<file path="src/rtl/cdm_err_monitor.sv">
`default_nettype none
// ============================================================================
//  Module      : cdm_err_monitor
//  Description : Error-characterisation stage for the 8x8 carry-disregard
//                approximate multiplier. For each accepted (a, b, r_apx)
//                sample it forms the exact product and the error distance
//                ED = |a*b - r_apx|. Over a window of 2^WIN_LOG2 samples it
//                accumulates a saturating ED sum, the maximum ED and the
//                number of erroneous samples. Results are handed over on a
//                valid/ready handshake.
//  Option      : `define CDM_ERRMON_BIAS_EN adds the signed, saturating
//                bias_sum output (accumulated r_apx - exact).
//  Revision    : 1.0 - initial release
// ============================================================================
module cdm_err_monitor #(
   parameter int WIN_LOG2 = 8,
   parameter int SUM_W    = 32
) (
   input  logic                clk,
   input  logic                rst,
   input  logic                start,
   input  logic                in_valid,
   output logic                in_ready,
   input  logic [7:0]          a,
   input  logic [7:0]          b,
   input  logic [15:0]         r_apx,
   output logic                out_valid,
   input  logic                out_ready,
   output logic [SUM_W-1:0]    sum_ed,
   output logic [15:0]         max_ed,
   output logic [WIN_LOG2:0]   err_cnt,
   output logic                busy
`ifdef CDM_ERRMON_BIAS_EN
   ,
   output logic signed [SUM_W:0] bias_sum
`endif
);

   // Sample index of the final sample in a window (2^WIN_LOG2 - 1).
   localparam logic [WIN_LOG2:0] c_WIN_LAST = {1'b0, {WIN_LOG2{1'b1}}};

   typedef enum logic [1:0] {
      ST_IDLE  = 2'd0,
      ST_RUN   = 2'd1,
      ST_DRAIN = 2'd2,
      ST_DONE  = 2'd3
   } state_t;

   state_t              r_state;
   logic [WIN_LOG2:0]   r_cnt;

   // Pipeline stage 1: raw sample
   logic                r_s1_vld;
   logic [7:0]          r_s1_a;
   logic [7:0]          r_s1_b;
   logic [15:0]         r_s1_r;

   // Pipeline stage 2: error distance
   logic                r_s2_vld;
   logic [15:0]         r_s2_ed;

   logic                w_accept;
   logic                w_start_win;
   logic [15:0]         w_exact;
   logic [15:0]         w_ed;
   logic [SUM_W:0]      w_sum_ext;
   logic [SUM_W-1:0]    w_sum_next;

   // in_ready is a pure decode of the state register.
   assign in_ready    = (r_state == ST_RUN);
   assign w_accept    = in_valid & in_ready;
   assign w_start_win = (r_state == ST_IDLE) & start;

   assign w_exact = {8'b0, r_s1_a} * {8'b0, r_s1_b};
   assign w_ed    = (w_exact >= r_s1_r) ? (w_exact - r_s1_r) : (r_s1_r - w_exact);

   // One extra bit catches the carry out so the sum clamps instead of wrapping.
   assign w_sum_ext  = {1'b0, sum_ed} + {{(SUM_W-15){1'b0}}, r_s2_ed};
   assign w_sum_next = w_sum_ext[SUM_W] ? {SUM_W{1'b1}} : w_sum_ext[SUM_W-1:0];

   // Window control FSM with registered out_valid / busy.
   always_ff @(posedge clk) begin
      if (rst) begin
         r_state   <= ST_IDLE;
         r_cnt     <= '0;
         out_valid <= 1'b0;
         busy      <= 1'b0;
      end else begin
         case (r_state)
            ST_IDLE: begin
               if (start) begin
                  r_state <= ST_RUN;
                  r_cnt   <= '0;
                  busy    <= 1'b1;
               end
            end
            ST_RUN: begin
               if (w_accept) begin
                  r_cnt <= r_cnt + 1'b1;
                  if (r_cnt == c_WIN_LAST) begin
                     r_state <= ST_DRAIN;
                  end
               end
            end
            ST_DRAIN: begin
               // Stage 2 drains on this same edge, so the stats are final
               // exactly when out_valid rises.
               if (!r_s1_vld) begin
                  r_state   <= ST_DONE;
                  busy      <= 1'b0;
                  out_valid <= 1'b1;
               end
            end
            ST_DONE: begin
               if (out_ready) begin
                  r_state   <= ST_IDLE;
                  out_valid <= 1'b0;
               end
            end
            default: begin
               r_state <= ST_IDLE;
            end
         endcase
      end
   end

   // Two-stage sample pipeline: capture, then error distance.
   always_ff @(posedge clk) begin
      if (rst) begin
         r_s1_vld <= 1'b0;
         r_s1_a   <= '0;
         r_s1_b   <= '0;
         r_s1_r   <= '0;
         r_s2_vld <= 1'b0;
         r_s2_ed  <= '0;
      end else begin
         r_s1_vld <= w_accept;
         if (w_accept) begin
            r_s1_a <= a;
            r_s1_b <= b;
            r_s1_r <= r_apx;
         end
         r_s2_vld <= r_s1_vld;
         if (r_s1_vld) begin
            r_s2_ed <= w_ed;
         end
      end
   end

   // Window statistics: cleared on start, updated when stage 2 holds a sample.
   always_ff @(posedge clk) begin
      if (rst || w_start_win) begin
         sum_ed  <= '0;
         max_ed  <= '0;
         err_cnt <= '0;
      end else if (r_s2_vld) begin
         sum_ed  <= w_sum_next;
         if (r_s2_ed > max_ed) begin
            max_ed <= r_s2_ed;
         end
         err_cnt <= err_cnt + {{WIN_LOG2{1'b0}}, (r_s2_ed != 16'd0)};
      end
   end

`ifdef CDM_ERRMON_BIAS_EN
   logic signed [16:0]      w_bias_diff;
   logic signed [16:0]      r_s2_bias;
   logic signed [SUM_W+1:0] w_bias_ext;

   assign w_bias_diff = $signed({1'b0, r_s1_r}) - $signed({1'b0, w_exact});
   assign w_bias_ext  = $signed({bias_sum[SUM_W], bias_sum})
                      + $signed({{(SUM_W-15){r_s2_bias[16]}}, r_s2_bias});

   // Signed error captured alongside ED in stage 2.
   always_ff @(posedge clk) begin
      if (rst) begin
         r_s2_bias <= '0;
      end else if (r_s1_vld) begin
         r_s2_bias <= w_bias_diff;
      end
   end

   // Signed bias accumulator; top two bits differing flags overflow.
   always_ff @(posedge clk) begin
      if (rst || w_start_win) begin
         bias_sum <= '0;
      end else if (r_s2_vld) begin
         if (w_bias_ext[SUM_W+1] != w_bias_ext[SUM_W]) begin
            bias_sum <= w_bias_ext[SUM_W+1] ? {1'b1, {SUM_W{1'b0}}}
                                            : {1'b0, {SUM_W{1'b1}}};
         end else begin
            bias_sum <= w_bias_ext[SUM_W:0];
         end
      end
   end
`endif

endmodule
`default_nettype wire

</file>
<file path="config.mk">
export PLATFORM = sky130hd
export DESIGN_NAME = cdm_err_monitor
export DESIGN_NICKNAME = d
export VERILOG_FILES = /design/src/rtl/cdm_err_monitor.sv
export SDC_FILE = /design/constraint.sdc
export NUM_CORES = 1
export LEC_CHECK = 0
export CORE_MARGIN = 3
export CORE_UTILIZATION = 53
export DETAILED_ROUTE_END_ITERATION = 8
export PLACE_DENSITY = 0.81
export SLEW_MARGIN = 20
export SYNTH_ARGS = -nofsm -noshare
export SYNTH_HDL_FRONTEND = slang
export SYNTH_SLANG_ARGS = --single-unit
</file>
<file path="constraint.sdc">
create_clock -name clk -period 9.9 [get_ports clk]
set_clock_uncertainty 0.1 [all_clocks]
set_input_delay 1.485 -clock clk [delete_from_list [all_inputs] [get_ports clk]]
set_output_delay 1.485 -clock clk [all_outputs]
set_load 0.1 [all_outputs]
</file>
==> results by group, run 1 <==
Timing
  – Fin. max-slew vios: 0
  – Period utilization: between 60% and 70%
  – Final Setup Violations: 0
  – Worst relative slew slack: roughly a third
  – FMAX: around 150 MHz
  – Final hold slack: roughly 0.37 ns
  – RSZ-0062 raised after global routing: false
  – Setup_tns: 0 ns
  – Final min period: 6.580 ns
  – Final hold violation count: 0
  – Actual slew at the worst max-slew pin: slightly below 1 ns

Place
  – Area after DPL: between 0.01 and 0.015 sq mm
  – Gpl congestion: 0.9048
  – IO Port Bufs: between 90 and 100
  – HPWL Detailed: 17060 um

Worst setup path
  – CP Class: flip-flop to flip-flop
  – CP endpoint kind: flip-flop
  – Worst EP arrival: 6.81 ns
  – CP dominant cell by count: fa_1
  – Worst setup SP type: flip-flop
  – Critical path, cell by cell: nand2_1, fa_1, fa_1, inv_1, fa_1, inv_1, fa_1, inv_1, ha_1, nor2b_1, o211ai_1, a21oi_1, or3_1, xor2_1, ha_1, a21oi_1, o21ai_0, a41oi_1, a21o_4, mux2_1, or4_1, o311ai_1
  – Max incr delay on CP: between 0.5 and 0.6 ns
  – Required time worst endpoint: between 10 and 15 ns
  – CP max FO: 11
  – Slowest CP cell: fa_1
  – Worst r2r path cells: 22

Finish
  – Diode count: 0
  – Nets: 1418
  – Syn-to-layout area delta: 17.93%
  – Fraction of layout instances using a drive strength above 1: 5.774%
  – Final Cell Area: approximately 0.011 sq mm
  – Fill cell count: approximately 1.5k

Clock tree
  – Clock Latency Late Sink: roughly 0.43 ns
  – CTS root buffer: clkbuf_16
  – CTS clk-pin slew, worst paths: 0.06 ns
  – CTS H-tree depth: 4
  – CTS max path bufs: 2
  – CTS Sinks: 120
  – CTS Hold Bufs: 0
  – CTS tree: yes
  – Post-cts resize count: 0
  – TritonCTS Buffers: 17
  – Postcts setup bufs: 0

Pwr
  – P_sw: between 800 and 900 uW
  – Part of the power in combinational logic: a little over two fifths
  – Sequential share of power: a little over a quarter
  – LEAKAGE: approximately 0.0047 uW
  – Max VDD drop: between 0.15 and 0.2 mV
  – Clk pwr share: a little under a third
  – Pwr Density: about 190 mW/mm^2
  – Power, Total: 2122 uW
  – P_int: 1284 uW
  – Sw Share: around 39%

GRT
  – Global Route Usage Sum: a little under a quarter
  – First-pass GRT wire length: 38160 um
  – GR Overflow Total: 0
  – GR Util met2: 41.00%
  – Vias in the first global route: 8027
  – Global route hottest layer: met2
  – Met1 usage: between 20% and 30%
  – GR Layer Usage met3: 3.687%
  – Pin count of the biggest net entering global routing: 64
  – Initial antenna violation count: 0

Floorplanning
  – Initial Util: about 55%
  – I/O pin count: between 90 and 100
  – Die area: 0.01959 sq mm
  – Core Region: between 0.015 and 0.02 sq mm
  – Die Span Y: roughly 140 um
  – Site Rows: 48
  – Die X: 140.0 um

Synth
  – Synth top area cells: dfxtp_1 25%, ha_1 14%, fa_1 8.2%, a21oi_1 4.9%, inv_1 4.9%
  – Compound-cell area share of the yosys netlist: 19.32%
  – Top cell type's share of synthesized area: 25.26%
  – Cell taking the most area after synthesis: dfxtp_1
  – Synth warn: 0
  – Synth Cell Area: around 0.0095 sq mm
  – Synth Area in Simple Gates: 19.38%
  – Post-synth EDFFs: 0
  – Ys flop type: dfxtp_1
  – Synth Area in XOR/XNOR: 4.236%
  – FF+latch count, synth: between 100 and 150
  – Post-synthesis adder-cell area fraction: roughly 22%
  – Async SR Flop Fraction: 0%
  – Post-synth top cells: 125 x inv_1, 124 x nand2_1, 120 x dfxtp_1, 107 x ha_1, 94 x a21oi_1
  – Syn Nets: around 1.3k
  – Most common cell in the netlist: inv_1
  – Post-synthesis mux area share: under 10%
  – Largest family of logic cells by synthesized area: adder cells
  – Register area share after synthesis: about a quarter
  – Synth unique cells: 81
  – Post-synthesis cell count: 1158
  – Mean area per synthesized cell: ~8.2 sq um

Drt
  – Routed wire length: 22600 um
  – Vias per Instance: between 5 and 6
  – Count of routing violations after the opening detailed-route iteration: about 340
  – Final ANT Viol Nets: 0
  – Via Count: approximately 8.3k
  – DR pass1 iterations: 4
  – Residual DRC count: 0
  – DR WL/cell: 15.35 um

Outcome
  – Status: finished clean

Min path
  – Worst Hold Path Cells: 2
  – Hold Path Class: flip-flop to flip-flop

Flow run
  – Max_cap viols: 0
## cells by family (layout without fill, tap and decap cells)
logic type                 count (synthesis)  in the layout
AOI/OAI and AO/OA                        277            277
xor gates and xnor gates                  46             46
adders and majority gates                146            146
buffers and inverters                    173            262
DFF                                      120            120
muxes                                     21             21
and+or+nand+nor                          375            375
## power by group through the flow
stage	logic [uW]	clock network, uW	registers (uW)
final	895	649	578
after global placement	877	0	587
after CTS	894	659	579
after detailed placement	889	0	589
after global routing	982	677	586
after floorplan	680	0	619
## per-stage QoR
step / utilization, % / worst slack (ns) / cells
6_report: 64.40 / 3.321 / 1472
5_1_grt: 64.40 / 2.856 / 1472
4_1_cts: 64.40 / 3.282 / 1472
3_5_place_dp: 60.91 / 3.296 / 1441
3_3_place_gp: 60.91 / 3.409 / 1441
2_1_floorplan: - / 3.779 / 1158
## final cells by class
type,instances,area (sq um),share of cell area (%)
well taps,225,281.5,2.510
clock inverters,13,168.9,1.506
multi-input cells,865,6432,57.35
clock buffers,18,439.2,3.915
flip-flops and latches,120,2402,21.42
inverters,127,476.7,4.250
repair buffers,104,1016,9.057
## registers in the layout, summed over array words and instances, names as in the netlist
| name | count |
|---|---|
| r_s2_vld | 1 |
| r_s1_vld | 1 |
| busy | 1 |
| sum_ed | 32 |
| r_s2_ed | 16 |
| r_s1_r | 16 |
| r_s1_a | 8 |
| err_cnt | 9 |
| r_cnt | 9 |
| out_valid | 1 |
| r_s1_b | 8 |
| r_state | 2 |
| max_ed | 16 |
## worst max-delay path: cells and delay by family (launching register included)
family	cells	cell delay [ns]
DFF	1	0.46
and+or+nand+nor	4	1.13
buffers and inverters	3	0.14
adders and majority gates	6	2.85
muxes	1	0.36
AOI/OAI and AO/OA	7	1.26
xor gates and xnor gates	1	0.17
## cell usage in the layout, fill, tap and decap left out, drive strengths merged, types with 6 or more instances in the layout
cell type and count:
a211oi 26, a21o 21, a21oi 97, a31oi 16, and2 60, and3 9
buf 9, clkbuf 18, clkdlybuf4s50 95, dfxtp 120, fa 39, ha 107
inv 129, mux2i 17, nand2 125, nand2b 10, nand3 35, nand4 17
nor2 73, nor2b 7, nor3 18, nor4 6, o211ai 8, o21a 8
o21ai 43, o21bai 8, o31ai 17, xnor2 21, xor2 25
## final timing paths
| kind | slack (ns) | start | end |
|---|---|---|---|
| max reg2reg | 3.32 | r_s1_a[0] | r_s2_ed[3] |
| max | 3.32 | r_s1_a[0] | r_s2_ed[3] |
| min | 0.37 | r_s1_r[15] | r_s1_r[15] |
| min reg2reg | 0.37 | r_s1_r[15] | r_s1_r[15] |
## metal layers
metal / part of all wire, % / vias up
met5: 0 / -
met4: 2.5 / 0
met3: 4.6 / 46
met2: 49 / 210
met1: 44 / 3918
li1: - / 4166
No activity file was read; power rests on OpenSTA's default activity.
==> run 2: changes to the inputs <==
==> constraint.sdc (replaced) <==
create_clock -name clk -period 6.7 [get_ports clk]
set_clock_uncertainty 0.1 [all_clocks]
set_input_delay 1.005 -clock clk [delete_from_list [all_inputs] [get_ports clk]]
set_output_delay 1.005 -clock clk [all_outputs]
set_load 0.1 [all_outputs]
==> run 2 against run 1 <==
Effect of this change:
- maximum frequency is 2.9% higher
- die area is the same
- cell count up 0.54%
- register-to-register slack worse by 3.0 ns
- flip-flop and latch count is the same
- setup slack worse by 3.0 ns
- core utilization is 0.42 points higher
- critical path type unchanged
- critical endpoint unchanged
- largest cell class unchanged
==> results by group, run 2 (same netlist as run 1, synthesis figures left out) <==
Timing
  – Final Setup Violations: 0 (unchanged)
  – Worst relative slew slack: 33.03% (-1.3 points)
  – FMAX: 156.5 MHz (+2.9%)
  – Actual slew at the worst max-slew pin: 1.001 ns (+0.01895 ns)
  – Fin. max-slew vios: 0 (unchanged)
  – Period utilization: 95.39% (+29 points)
  – Final min period: 6.391 ns (-0.1881 ns)
  – Final hold violation count: 0 (unchanged)
  – Final Worst Setup Slack: 0.3086 ns (-3.012 ns)

Finish
  – Nets: 1425 (+0.49%)
  – Fraction of layout instances using a drive strength above 1: 7.092% (+1.3 points)
  – Syn-to-layout area delta: 18.71%
  – Non-filler instance count after layout: 1480 (+0.54%)
  – Final Cell Area: 0.01129 sq mm (+0.66%)
  – Final Util: 64.83% (+0.42 points)
  – Diode count: 0 (unchanged)
  – Most frequent cells in the layout: 125 x inv_1, 124 x nand2_1, 114 x dfxtp_1
  – Most common cell after layout, fill and taps aside: inv_1
  – Max FFs per register: 32 (unchanged)
  – Largest register by flop count: sum_ed

Drt
  – DR pass1 iterations: 5 (+1)
  – Residual DRC count: 0 (unchanged)
  – DR WL/cell: 15.95 um (+3.9%)
  – Routed wire length: 23600 um (+4.4%)
  – Via Count: 8424 (+1.0%)
  – Count of routing violations after the opening detailed-route iteration: 535 (+58%)
  – Final ANT Viol Nets: 0 (unchanged)
  – Vias per Instance: 5.692 (+0.46%)

Clock tree
  – Clock Latency Late Sink: 0.42 ns (about the same)
  – CTS max path bufs: 2 (unchanged)
  – CTS clk-pin slew, worst paths: 0.06 ns (about the same)
  – CTS Sinks: 120 (unchanged)
  – CTS root buffer: clkbuf_16
  – TritonCTS Buffers: 17 (unchanged)
  – CTS tree: yes
  – CTS Hold Bufs: 0 (unchanged)
  – CTS H-tree depth: 4 (unchanged)

Place
  – Gpl congestion: 0.9343 (+3.3%)
  – Setup WS pre-CTS: 0.1869 ns (-3.109 ns)
  – Area after DPL: 0.01063 sq mm (+0.21%)
  – Placed Instances: 1444 (+0.21%)
  – HPWL Detailed: 17860 um (+4.7%)
  – IO Port Bufs: 96 (unchanged)

Worst setup path
  – CP Class: flip-flop to flip-flop
  – Worst setup SP type: flip-flop
  – CP endpoint kind: flip-flop
  – CP max FO: 9 (-2)
  – Worst EP arrival: 6.62 ns (-0.19 ns)
  – Required time worst endpoint: 6.93 ns (-3.20 ns)

GRT
  – GR Overflow Total: 0 (unchanged)
  – Initial antenna violation count: 0 (unchanged)
  – Global Route Usage Sum: 24.01% (+0.59 points)
  – First-pass GRT wire length: 38970 um (+2.1%)
  – Pin count of the biggest net entering global routing: 64 (unchanged)
  – Vias in the first global route: 8336 (+3.8%)

Floorplanning
  – Initial Util: 54.61% (unchanged)
  – Die Span Y: 140.0 um (unchanged)
  – Site Rows: 48 (unchanged)
  – I/O pin count: 97 (unchanged)
  – Die area: 0.01959 sq mm (unchanged)
  – Die X: 140.0 um (unchanged)
  – Core Region: 0.01742 sq mm (unchanged)

Pwr
  – Max VDD drop: 0.2058 mV (+28%)
  – LEAKAGE: 0.004795 uW (+1.1%)
  – Power, Total: 3217 uW (+52%)
  – Pwr Density: 284.9 mW/mm^2 (+51%)

Min path
  – Hold Path Class: flip-flop to flip-flop

Outcome
  – Status: finished clean

Flow run
  – Max_cap viols: 0 (unchanged)
## run 2: cell count changes in the layout (fill, tap and decap cells not counted), moves of 2 or more
cell / change
clkinvlp_4: -3
buf_4: +7
clkinv_4: +2
dfxtp_1: -6
clkinv_2: +2
dfxtp_2: +6
## run 2: stage by stage
step           TNS [ns]  hold WS (ns)
2_1_floorplan         0        0.3363
3_3_place_gp          0        0.3482
3_5_place_dp          0        0.3559
4_1_cts               0        0.3638
5_1_grt        -0.08398        0.3918
6_report              0        0.3616
## run 2: power breakdown
part	internal (uW)	leakage, uW	switching (uW)	total (uW)
logic	567	0.00353	846	1410
clock network	588	0.000295	361	949
registers	775	0.000973	78.8	854
total	1930	0.00479	1290	3220
## run 2: final cells by class
cell class	instances	area [sq um]
Multi-Input combinational cell	865	6451
Fill cell	1450	6126
Sequential cell	120	2410
Timing Repair Buffer	111	1069
Inverter	127	476.7
Clock buffer	18	429.2
Tap cell	225	281.5
Clock inverter	14	173.9
## run 2: path summary, 6_finish.rpt
check	from	to	cells past startpoint	slack, ns
max	r_s1_b[4]	r_s2_ed[3]	23	0.31
min	r_s1_r[15]	r_s1_r[15]	2	0.36
max reg2reg	r_s1_b[4]	r_s2_ed[3]	23	0.31
min reg2reg	r_s1_r[15]	r_s1_r[15]	2	0.36
## run 2: what timing repair did
action	CTS	global route
gates resized for setup	0	11
hold endpoints to repair	0	0
setup buffers	0	4
setup endpoints to repair	0	6
## run 2: routing by layer
| metal | GRT usage [%] | share of wire [%] | wire [um] |
|---|---|---|---|
| met2 | 42.85 | 49 | 11530 |
| met4 | 10.71 | 4.0 | 946 |
| met5 | 0 | 0 | 0 |
| met3 | 3.824 | 4.6 | 1077 |
| met1 | 28.40 | 43 | 10040 |
## run 2: worst max-delay path: stages, from the launching register on
cell and delay [ns]:
dfxtp_1 0.38, and2_1 0.20, fa_1 0.46, fa_1 0.54
inv_1 0.05, fa_1 0.46, fa_1 0.54, inv_1 0.04
ha_1 0.33, nor2b_1 0.17, o211ai_1 0.17, nand2_1 0.10
a41oi_1 0.32, a211oi_2 0.15, xor2_1 0.17, ha_1 0.44
nand2_1 0.09, o21ai_1 0.27, a41oi_2 0.09, buf_4 0.18
a21oi_4 0.30, mux2i_1 0.14, or4_1 0.52, o311ai_1 0.08
==> run 3: changes to the inputs <==
--- a/config.mk
+++ b/config.mk
@@ -9,7 +9,7 @@
 export CORE_UTILIZATION = 53
 export DETAILED_ROUTE_END_ITERATION = 8
 export PLACE_DENSITY = 0.81
-export SLEW_MARGIN = 20
+export SKIP_CTS_REPAIR_TIMING = 1
 export SYNTH_ARGS = -nofsm -noshare
 export SYNTH_HDL_FRONTEND = slang
 export SYNTH_SLANG_ARGS = --single-unit
==> results of run 3 <==
The final DEF is identical to that of run 2; final timing and power are the same.
==> RTL change: new RTL, flow settings as in run 2 <==
`SUM_W`: 32 -> 24.
--- a/src/rtl/cdm_err_monitor.sv
+++ b/src/rtl/cdm_err_monitor.sv
@@ -15,5 +15,5 @@
 module cdm_err_monitor #(
    parameter int WIN_LOG2 = 8,
-   parameter int SUM_W    = 32
+   parameter int SUM_W    = 24
 ) (
    input  logic                clk,
Ports: changed (resized sum_ed); port bits go from 97 to 89. No check against the original RTL was run, so the function may have changed too.
==> RTL change against run 2 <==
Routed wire length shrank 13%. Synthesized cell count shrank 6.0%. Sequential power shrank 5.0%. Setup slack lost 0.047 ns. Cell area shrank 8.0%. Sequential cell count shrank 8. Die area shrank 5.3%. Power shrank 16%. Area after synthesis shrank 5.5%. Combinational power shrank 6%. Highest routed layer unchanged. Largest cell class unchanged.
==> RTL change: results (changes against run 2) <==
Status
  – Status: finished clean

Yosys
  – Synthesized cell area: 8990 um^2 (-5.5%)
  – Synth warn: 0 (unchanged)
  – Largest cells by area after synthesis: dfxtp_1, ha_1, fa_1
  – Yosys cell types: 63 (-22%)
  – Register area share after synthesis: 0.250 (-0.00305)
  – Top cells by count, synth: inv_1, nand2_1, dfxtp_1, ha_1, a21oi_1
  – Ys flop type: dfxtp_1
  – Asr flop ratio synth: 0 (unchanged)

Route
  – DR WL/cell: 15.0 um (-6.2%)
  – Iteration-0 DRC Markers: 422 (-21%)
  – Vias per cell: 5.54 (-2.7%)

Global routing
  – Initial antenna violation count: 0 (unchanged)
  – M2 GR Usage: 0.381 (-0.0473)
  – First-pass GRT wire length: 34,300 um (-12%)
  – Grt met1 use: 0.295 (+0.0110)
  – Met3 usage: 0.0289 (-0.00937)
  – Vias in the first global route: 7,237 (-13%)
  – Total GRT Usage: 0.226 (-0.0141)
  – Pin count of the biggest net entering global routing: 63 (-1.6%)

Setup path
  – CP Launch Point: r_s1_a[0]
  – CP max stage cell: fa_1

Clock tree
  – Worst skew pair latency: 0.37 ns (-0.05 ns)
  – CTS Buf Count: 9 (-8)
  – H-tree Lvls: 3 (-1)
  – CTS clk-pin slew, worst paths: 0.08 ns (+0.02 ns)

Placed design
  – Port buffer count: 88 (-8.3%)
  – GP Congestion: 0.951 (+1.7%)
  – Setup WS pre-CTS: 0.0811 ns (-0.106 ns)
  – HPWL Detailed: 16,200 um (-9.5%)
  – Placed cell area: 10,000 um^2 (-5.8%)

Cells and area
  – Layout cells sized above 1: 0.0491 (-0.0219)
  – Final #Nets: 1,340 (-6.0%)
  – Largest Register: sum_ed
  – Largest register FFs: 24 (-25%)

STA
  – Slew HR: 0.335 (+0.00498)

Power
  – Peak VDD IR: 174 uV (-15%)
  – Leak pwr: 4.47 nW (-6.8%)
==> RTL change: changes by cell type after synthesis, moves of 6 or more <==
cell / delta
a211oi_1: -7
clkbuf_1: -7
dfxtp_1: -8
mux2i_1: +16
nand2_1: -11
nand2b_1: +6
nand3_1: -22
nor3_1: -6
o21ai_0: +7
o31ai_1: -15
or3_1: +6
==> RTL change: per-layer routing <==
| metal | wire, um | share of wire | vias up |
|---|---|---|---|
| li1 | - | - | 3844 |
| met1 | 9230 | 0.45 | 3550 |
| met3 | 942 | 0.046 | 41 |
| met4 | 536 | 0.026 | 0 |
| met5 | 0 | 0 | - |
| met2 | 9920 | 0.48 | 197 |
==> RTL change: worst paths after layout <==
kind                 to  slack, ns  cells after the start
max reg2reg  r_s2_ed[4]       0.26                     24
min reg2reg  r_s1_r[15]       0.36                      2
max          r_s2_ed[4]       0.26                     24
min          r_s1_r[15]       0.36                      2
==> RTL change: kinds of logic (layout without fill, tap and decap cells) <==
| logic type | after synthesis | in the layout | synth area share |
|---|---|---|---|
| flip-flops | 112 | 112 | 0.250 |
| multiplexers | 34 | 34 | 0.0380 |
| AND/OR/NAND/NOR | 343 | 343 | 0.188 |
| buffers and inverters | 159 | 232 | 0.0706 |
| XOR/XNOR | 48 | 48 | 0.0468 |
| AO/OA/AOI/OAI | 247 | 247 | 0.172 |
| adder cells (fa/ha/maj) | 146 | 146 | 0.236 |
==> RTL change: final cells by class <==
class | instances | area [um^2]
inverters | 120 | 450
fillers | 1380 | 5840
well taps | 216 | 270
repair buffers | 96 | 936
multi-input cells | 818 | 6160
clock buffers | 10 | 229
clock inverters | 6 | 83.8
flip-flops and latches | 112 | 2250
==> RTL change: timing repair <==
item                                    4_1_cts  5_1_grt
setup buffers                                 0        0
gates resized for setup                       0       16
endpoints found under the setup margin        0       14
hold buffers                                  0        0
==> RTL change: critical path, delay by kind of cell, from the launching register on <==
kind                       cells  cell delay (ns)
buffers and inverters          3             0.15
adders and majority gates      6             2.78
and+or+nand+nor                5             1.04
muxes                          1             0.25
AOI/OAI and AO/OA              8             1.49
xor gates and xnor gates       1             0.13
DFF                            1             0.40
==> RTL change: metrics by stage <==
step / utilization / std cells / hold slack, ns
floorplan: - / 1089 / 0.336
global placement: 0.617 / 1362 / 0.346
detailed placement: 0.617 / 1362 / 0.355
CTS: 0.636 / 1378 / 0.366
global route: 0.640 / 1378 / 0.392
finish: 0.640 / 1378 / 0.364
==> RTL change: power breakdown <==
group | leakage (nW) | switching (mW) | internal (mW)
Sequential | 0.910 | 0.0836 | 0.727
Clock | 0.152 | 0.277 | 0.300
Combinational | 3.40 | 0.766 | 0.549
Total | 4.47 | 1.13 | 1.58
